$ cat config.mk
export PLATFORM = sky130hd
export DESIGN_NAME = pc_sequencer_flat
export DESIGN_NICKNAME = d
export VERILOG_FILES = /design/src/rtl/pc_sequencer_if.sv /design/src/rtl/pc_sequencer.sv /design/src/flat_wrapper.sv
export SDC_FILE = /design/constraint.sdc
export NUM_CORES = 1
export LEC_CHECK = 0
export BUFFER_PORTS_ARGS = -buffer_cell sky130_fd_sc_hd__buf_4
export CAP_MARGIN = 20
export CORE_ASPECT_RATIO = 1.5
export CORE_MARGIN = 3
export CORE_UTILIZATION = 50
export DETAILED_ROUTE_END_ITERATION = 10
export PLACE_DENSITY = 0.7
export REMOVE_ABC_BUFFERS = 1
export SYNTH_ARGS = -nofsm -noshare
export SYNTH_HDL_FRONTEND = slang
export SYNTH_SLANG_ARGS = --single-unit
$ cat constraint.sdc
create_clock -name clk -period 3.7 [get_ports clk]
set_input_delay 0.37 -clock clk [delete_from_list [all_inputs] [get_ports clk]]
set_output_delay 0.37 -clock clk [all_outputs]
set_load 0.1 [all_outputs]
$ cat src/rtl/pc_sequencer_if.sv
// Control/status bundle of the PC sequencer: next-PC select, jump operands, PC and return-stack status.
// Master drives the select/operand side and observes status; the sequencer is the slave.
interface pc_sequencer_if #(
    parameter int PC_W  = 12,
    parameter int OFF_W = 8,
    parameter int DEPTH = 8
);
    logic                     stall;
    logic [1:0]               pc_src;
    logic                     call;
    logic [PC_W-1:0]          target;
    logic [OFF_W-1:0]         offset;
    logic [PC_W-1:0]          pc;
    logic [PC_W-1:0]          ret_addr;
    logic [$clog2(DEPTH):0]   depth;
    logic                     stack_overflow;
    logic                     stack_underflow;

    modport master (
        output stall, pc_src, call, target, offset,
        input  pc, ret_addr, depth, stack_overflow, stack_underflow
    );

    modport slave (
        input  stall, pc_src, call, target, offset,
        output pc, ret_addr, depth, stack_overflow, stack_underflow
    );
endinterface

$ cat src/rtl/pc_sequencer.sv
// Program counter with call/return stack: pc and depth update one edge after the select, ret_addr is combinational.
// stall=1 freezes every register; overflow/underflow flags are sticky until reset.
module pc_sequencer #(
    parameter int PC_W      = 12,
    parameter int OFF_W     = 8,
    parameter int DEPTH     = 8,
    parameter int WRAP_MODE = 0
) (
    input  logic          clk,
    input  logic          rst_n,
    pc_sequencer_if.slave bus
);
    localparam int PTR_W = $clog2(DEPTH);
    localparam int CNT_W = PTR_W + 1;
    localparam logic [CNT_W-1:0] FULL = CNT_W'(DEPTH);

    logic [PC_W-1:0]  pc_q, pc_d;
    logic [CNT_W-1:0] depth_q, depth_d;
    logic [PTR_W-1:0] top_q, top_d;
    logic             ovf_q, ovf_d;
    logic             unf_q, unf_d;
    logic             push;
    logic [PC_W-1:0]  pc_inc;
    logic [PC_W-1:0]  off_ext;
    logic [PC_W-1:0]  stack_q [DEPTH];

    assign pc_inc  = pc_q + 1'b1;
    assign off_ext = PC_W'($signed(bus.offset));

    always_comb begin
        pc_d    = pc_inc;
        depth_d = depth_q;
        top_d   = top_q;
        ovf_d   = ovf_q;
        unf_d   = unf_q;
        push    = 1'b0;
        case (bus.pc_src)
            2'b01: begin
                pc_d = bus.target;
                if (bus.call) begin
                    if (depth_q != FULL) begin
                        push    = 1'b1;
                        depth_d = depth_q + 1'b1;
                    end else begin
                        // Full stack: the slot after top holds the oldest entry.
                        ovf_d = 1'b1;
                        push  = (WRAP_MODE != 0);
                    end
                end
            end
            2'b10: begin
                if (depth_q != '0) begin
                    pc_d    = stack_q[top_q];
                    depth_d = depth_q - 1'b1;
                    top_d   = top_q - 1'b1;
                end else begin
                    unf_d = 1'b1;
                end
            end
            2'b11:   pc_d = pc_inc + off_ext;
            default: pc_d = pc_inc;
        endcase
        if (push) begin
            top_d = top_q + 1'b1;
        end
    end

    always_ff @(posedge clk or negedge rst_n) begin
        if (!rst_n) begin
            pc_q    <= '0;
            depth_q <= '0;
            top_q   <= '0;
            ovf_q   <= 1'b0;
            unf_q   <= 1'b0;
        end else if (!bus.stall) begin
            pc_q    <= pc_d;
            depth_q <= depth_d;
            top_q   <= top_d;
            ovf_q   <= ovf_d;
            unf_q   <= unf_d;
        end
    end

    // Entries are left uncleared; depth_q gates their visibility.
    always_ff @(posedge clk) begin
        if (!bus.stall && push) begin
            stack_q[top_d] <= pc_inc;
        end
    end

    assign bus.pc              = pc_q;
    assign bus.depth           = depth_q;
    assign bus.ret_addr        = (depth_q == '0) ? '0 : stack_q[top_q];
    assign bus.stack_overflow  = ovf_q;
    assign bus.stack_underflow = unf_q;
endmodule

$ cat src/flat_wrapper.sv
// flat-port wrapper written by rule: the top's interface ports become plain ports
module pc_sequencer_flat 
#(
    parameter int PC_W      = 12,
    parameter int OFF_W     = 8,
    parameter int DEPTH     = 8,
    parameter int WRAP_MODE = 0
)
  (clk, rst_n, bus_stall, bus_pc_src, bus_call, bus_target, bus_offset, bus_pc, bus_ret_addr, bus_depth, bus_stack_overflow, bus_stack_underflow);
  pc_sequencer_if #(.PC_W(PC_W), .OFF_W(OFF_W), .DEPTH(DEPTH)) bus_i ();
  input  logic clk;
  input  logic rst_n;
  input wire logic [$bits(bus_i.stall)-1:0] bus_stall;
  input wire logic [$bits(bus_i.pc_src)-1:0] bus_pc_src;
  input wire logic [$bits(bus_i.call)-1:0] bus_call;
  input wire logic [$bits(bus_i.target)-1:0] bus_target;
  input wire logic [$bits(bus_i.offset)-1:0] bus_offset;
  output wire logic [$bits(bus_i.pc)-1:0] bus_pc;
  output wire logic [$bits(bus_i.ret_addr)-1:0] bus_ret_addr;
  output wire logic [$bits(bus_i.depth)-1:0] bus_depth;
  output wire logic [$bits(bus_i.stack_overflow)-1:0] bus_stack_overflow;
  output wire logic [$bits(bus_i.stack_underflow)-1:0] bus_stack_underflow;
  assign bus_i.stall = bus_stall;
  assign bus_i.pc_src = bus_pc_src;
  assign bus_i.call = bus_call;
  assign bus_i.target = bus_target;
  assign bus_i.offset = bus_offset;
  assign bus_pc = bus_i.pc;
  assign bus_ret_addr = bus_i.ret_addr;
  assign bus_depth = bus_i.depth;
  assign bus_stack_overflow = bus_i.stack_overflow;
  assign bus_stack_underflow = bus_i.stack_underflow;
  pc_sequencer #(.PC_W(PC_W), .OFF_W(OFF_W), .DEPTH(DEPTH), .WRAP_MODE(WRAP_MODE)) u_core (.clk(clk), .rst_n(rst_n), .bus(bus_i));
endmodule
==> run_results.csv <==
group,metric,value,unit
status,status,"finished, final reports clean",
route,vias,3902,
worst_setup_path,critPathLaunchType,"flip-flop",
timing,relSlewSlack,37.7,%
placed_design,dpl_cell_area,6450,sq um
worst_setup_path,r2r_start,"u_core.bus.pc[1]",
global_route,grtUsageTotal,23.5,%
route,drt-pass1-iter-count,5,
placed_design,portBuffers,55,
route,drt-total-wl,14100,um
floorplanning,fp.dieW,93.8,um
placed_design,preCtsSetupSlack,0.608,ns
synthesis,yosys.area.top_type,"edfxtp_1",
worst_setup_path,critPathKind,"flip-flop to flip-flop",
synthesis,synth_area,5780,sq um
timing,setup_ws,0.555,ns
synthesis,yosysTopAreaCellShare,49.8,%
clocking,cts_tree,"built",
floorplanning,design.core.area,11200,sq um
floorplanning,io_pins,56,
synthesis,synth_warnings,0,
route,antenna_left,0,
clocking,cts.sinks,117,
finish,antenna_cells,0,
timing,skew,0.00737,ns
synthesis,synthTopCellsByArea,"edfxtp_1 (50%), mux4_2 (9.3%), dfrtp_1 (9.1%)",
synthesis,avgSynthCellArea,14.1,sq um
route,drtIter0Drc,317,
worst_setup_path,critical_path_required,4.02,ns
finish,final_util,62.8,%
synthesis,synthArstFlopShare,17.9,%
synthesis,ys_ff_latch,117,
timing,fmax,0.318,GHz
clocking,htreeDepth,4,
timing,setup_viol,0,
worst_setup_path,critical-path-top-delay-family,"compound AO/OA/AOI/OAI gates",
worst_setup_path,crit_top_cell,"ha_1",
route,viasPerCell,6.01,
clocking,cts_inserted_buffers,17,
clocking,clock_path_buffers,2,
floorplanning,dieArea,12900,sq um
floorplanning,start_util,51.8,%
timing,rsz0062_at_grt,"no",
worst_setup_path,cp_slowest_cell,"xor2_1",
synthesis,synth_seq_area_share,58.9,%
worst_setup_path,max_stage_delay,0.61,ns
finish,final_nets,536,
floorplanning,rows,47,
clocking,clk_pin_slew_worst_paths,0.06,ns
min_path,hp-start,"bus_call",
placed_design,dp_hpwl,9820,um
finish,synthToLayoutAreaGrowth,21.3,%
global_route,grt_pass1_vias,3915,
finish,multiInputGateArea,2230,sq um
timing,period_share,85.0,%
timing,min_period,3.14,ns
finish,layout.area.seq,3410,sq um
worst_setup_path,worstPathCellList,"ha_1 > and3_1 > xor2_1 > ha_1 > a21oi_1 > o211ai_1 > a21boi_0 > xnor2_1 > nand3_1 > a32oi_1",
worst_setup_path,startpoint,"u_core.bus.pc[1]",
placed_design,gp_congestion,0.948,
synthesis,synthDistinctLibCells,57,
worst_setup_path,path_max_fanout,11,
global_route,antenna_found_initial,0,
clocking,clk_latency,0.41,ns
worst_setup_path,cp-end-kind,"flip-flop",
synthesis,netlist_instances,411,
timing,hold_viol_final,0,
floorplanning,die_y,138,um
finish,drive_gt1_share,28.3,%
worst_setup_path,worst_ep_arrival_time,3.47,ns
min_path,hold_class,"primary input to flip-flop",
finish,finalInstanceArea,7010,sq um
synthesis,synth_ff_type,"edfxtp_1",
route,wl_per_cell,21.7,um
worst_setup_path,path_buf_inv,0,
synthesis,synth-edff-count,96,
finish,fillers,876,
timing,tightest_slew,0.928,ns
global_route,grt_max_degree,28,
clocking,cts_root_buf,"clkbuf_16",
timing,final-max-slew-violation-count,0,
global_route,overflow,0,
run,cap_viol_max_count,0,
global_route,grt_pass1_wl,21900,um
route,drc,0,
[placed cells by master (no fill, tap or decap), types with 3 or more instances in the layout]
cell type   instances
a211oi_1            4
a21o_1              4
a21oi_1            30
a221oi_1            4
and3_1              9
buf_4              73
clkbuf_16          17
clkinv_2            4
clkinv_4            3
clkinvlp_4          4
dfrtp_1            21
edfxtp_1           96
ha_1               19
inv_1              15
inv_6               3
mux2i_1            13
mux4_2             24
nand2_1            23
nand3_1            10
nand4_1             3
nor2_1             26
nor3_1             11
o21ai_0             9
o31ai_1             4
xnor2_1            22
xor2_1              6
[worst register-to-register path, delay by kind of cell, from the launching register on]
| family | cells | cell delay [ns] |
|---|---|---|
| flops | 1 | 0.46 |
| compound gates | 4 | 0.90 |
| xor+xnor | 2 | 0.76 |
| simple gates | 2 | 0.29 |
| fa+ha+maj | 2 | 0.67 |
[state kept, by name, indices dropped and copies added, names as in the netlist]
register and count:
u_core.bus.stack_overflow 1, u_core.stack_q 96, u_core.top_q 3, u_core.bus.depth 4
u_core.bus.pc 12, u_core.bus.stack_underflow 1
[per-stage QoR]
stage | hold WS [ns] | cells | setup TNS [ns]
finish | 0.234 | 649 | 0
global route | 0.217 | 649 | 0
CTS | 0.207 | 649 | 0
detailed placement | 0.276 | 616 | 0
global placement | 0.274 | 616 | 0
floorplan | 0.0744 | 395 | -0.133
[per-layer routing]
metal	vias up	wire (um)	share of wire (%)	global-route usage (%)
met3	42	922	6.6	6.17
li1	1761	-	-	-
met1	1918	5270	37	28.2
met2	181	7230	51	38.7
met4	0	656	4.7	12.1
met5	-	0	0	0
[kinds of logic after synthesis]
kind of cell               after synthesis  share of synthesized area, %
DFF                                    117                          58.9
and+or+nand+nor                         94                          8.13
AOI/OAI and AO/OA                       80                          9.15
muxes                                   39                          12.0
buffers and inverters                   32                          2.77
xor gates and xnor gates                28                          4.24
adders and majority gates               21                          4.80
[worst paths after layout]
path	cells past startpoint	endpoint	slack, ns
worst max register to register	10	u_core.bus.pc[9]	0.56
max in group asynchronous	2	u_core.bus.pc[1]	3.08
worst max-delay path	10	u_core.bus.pc[9]	0.56
worst min register to register	2	u_core.bus.stack_overflow	0.47
min in group asynchronous	2	u_core.bus.stack_underflow	0.39
worst min-delay path	3	u_core.bus.stack_overflow	0.23
[Yosys cell counts, types with 3 or more instances]
master / number
buf_4: 3
mux4_2: 24
buf_6: 3
dfrtp_1: 21
nor2_1: 26
inv_1: 15
nand3_1: 10
nor3_1: 13
a211oi_1: 4
nand4_1: 3
xor2_1: 6
o31ai_1: 4
xnor2_1: 22
a221oi_1: 4
clkbuf_1: 6
ha_1: 19
o21ai_0: 9
nand2_1: 23
edfxtp_1: 96
a21o_1: 4
a21oi_1: 30
mux2i_1: 13
and3_1: 9
[area by class of cell]
type	count	share of cell area, %
flip-flops and latches	117	48.6
multi-input cells	262	31.7
repair buffers	75	8.24
clock buffers	17	6.06
well taps	147	2.62
clock inverters	15	1.89
inverters	16	0.856
[repair_timing]
item / in CTS / in global routing
endpoints found under the hold margin: 21 / 0
buffers inserted: 0 / 0
resized for setup: 0 / 0
hold buffers: 1 / 0
Power is left out: the tool's default activity adds up to more than one toggle a clock period on the data nets, which glitch-free logic cannot reach.
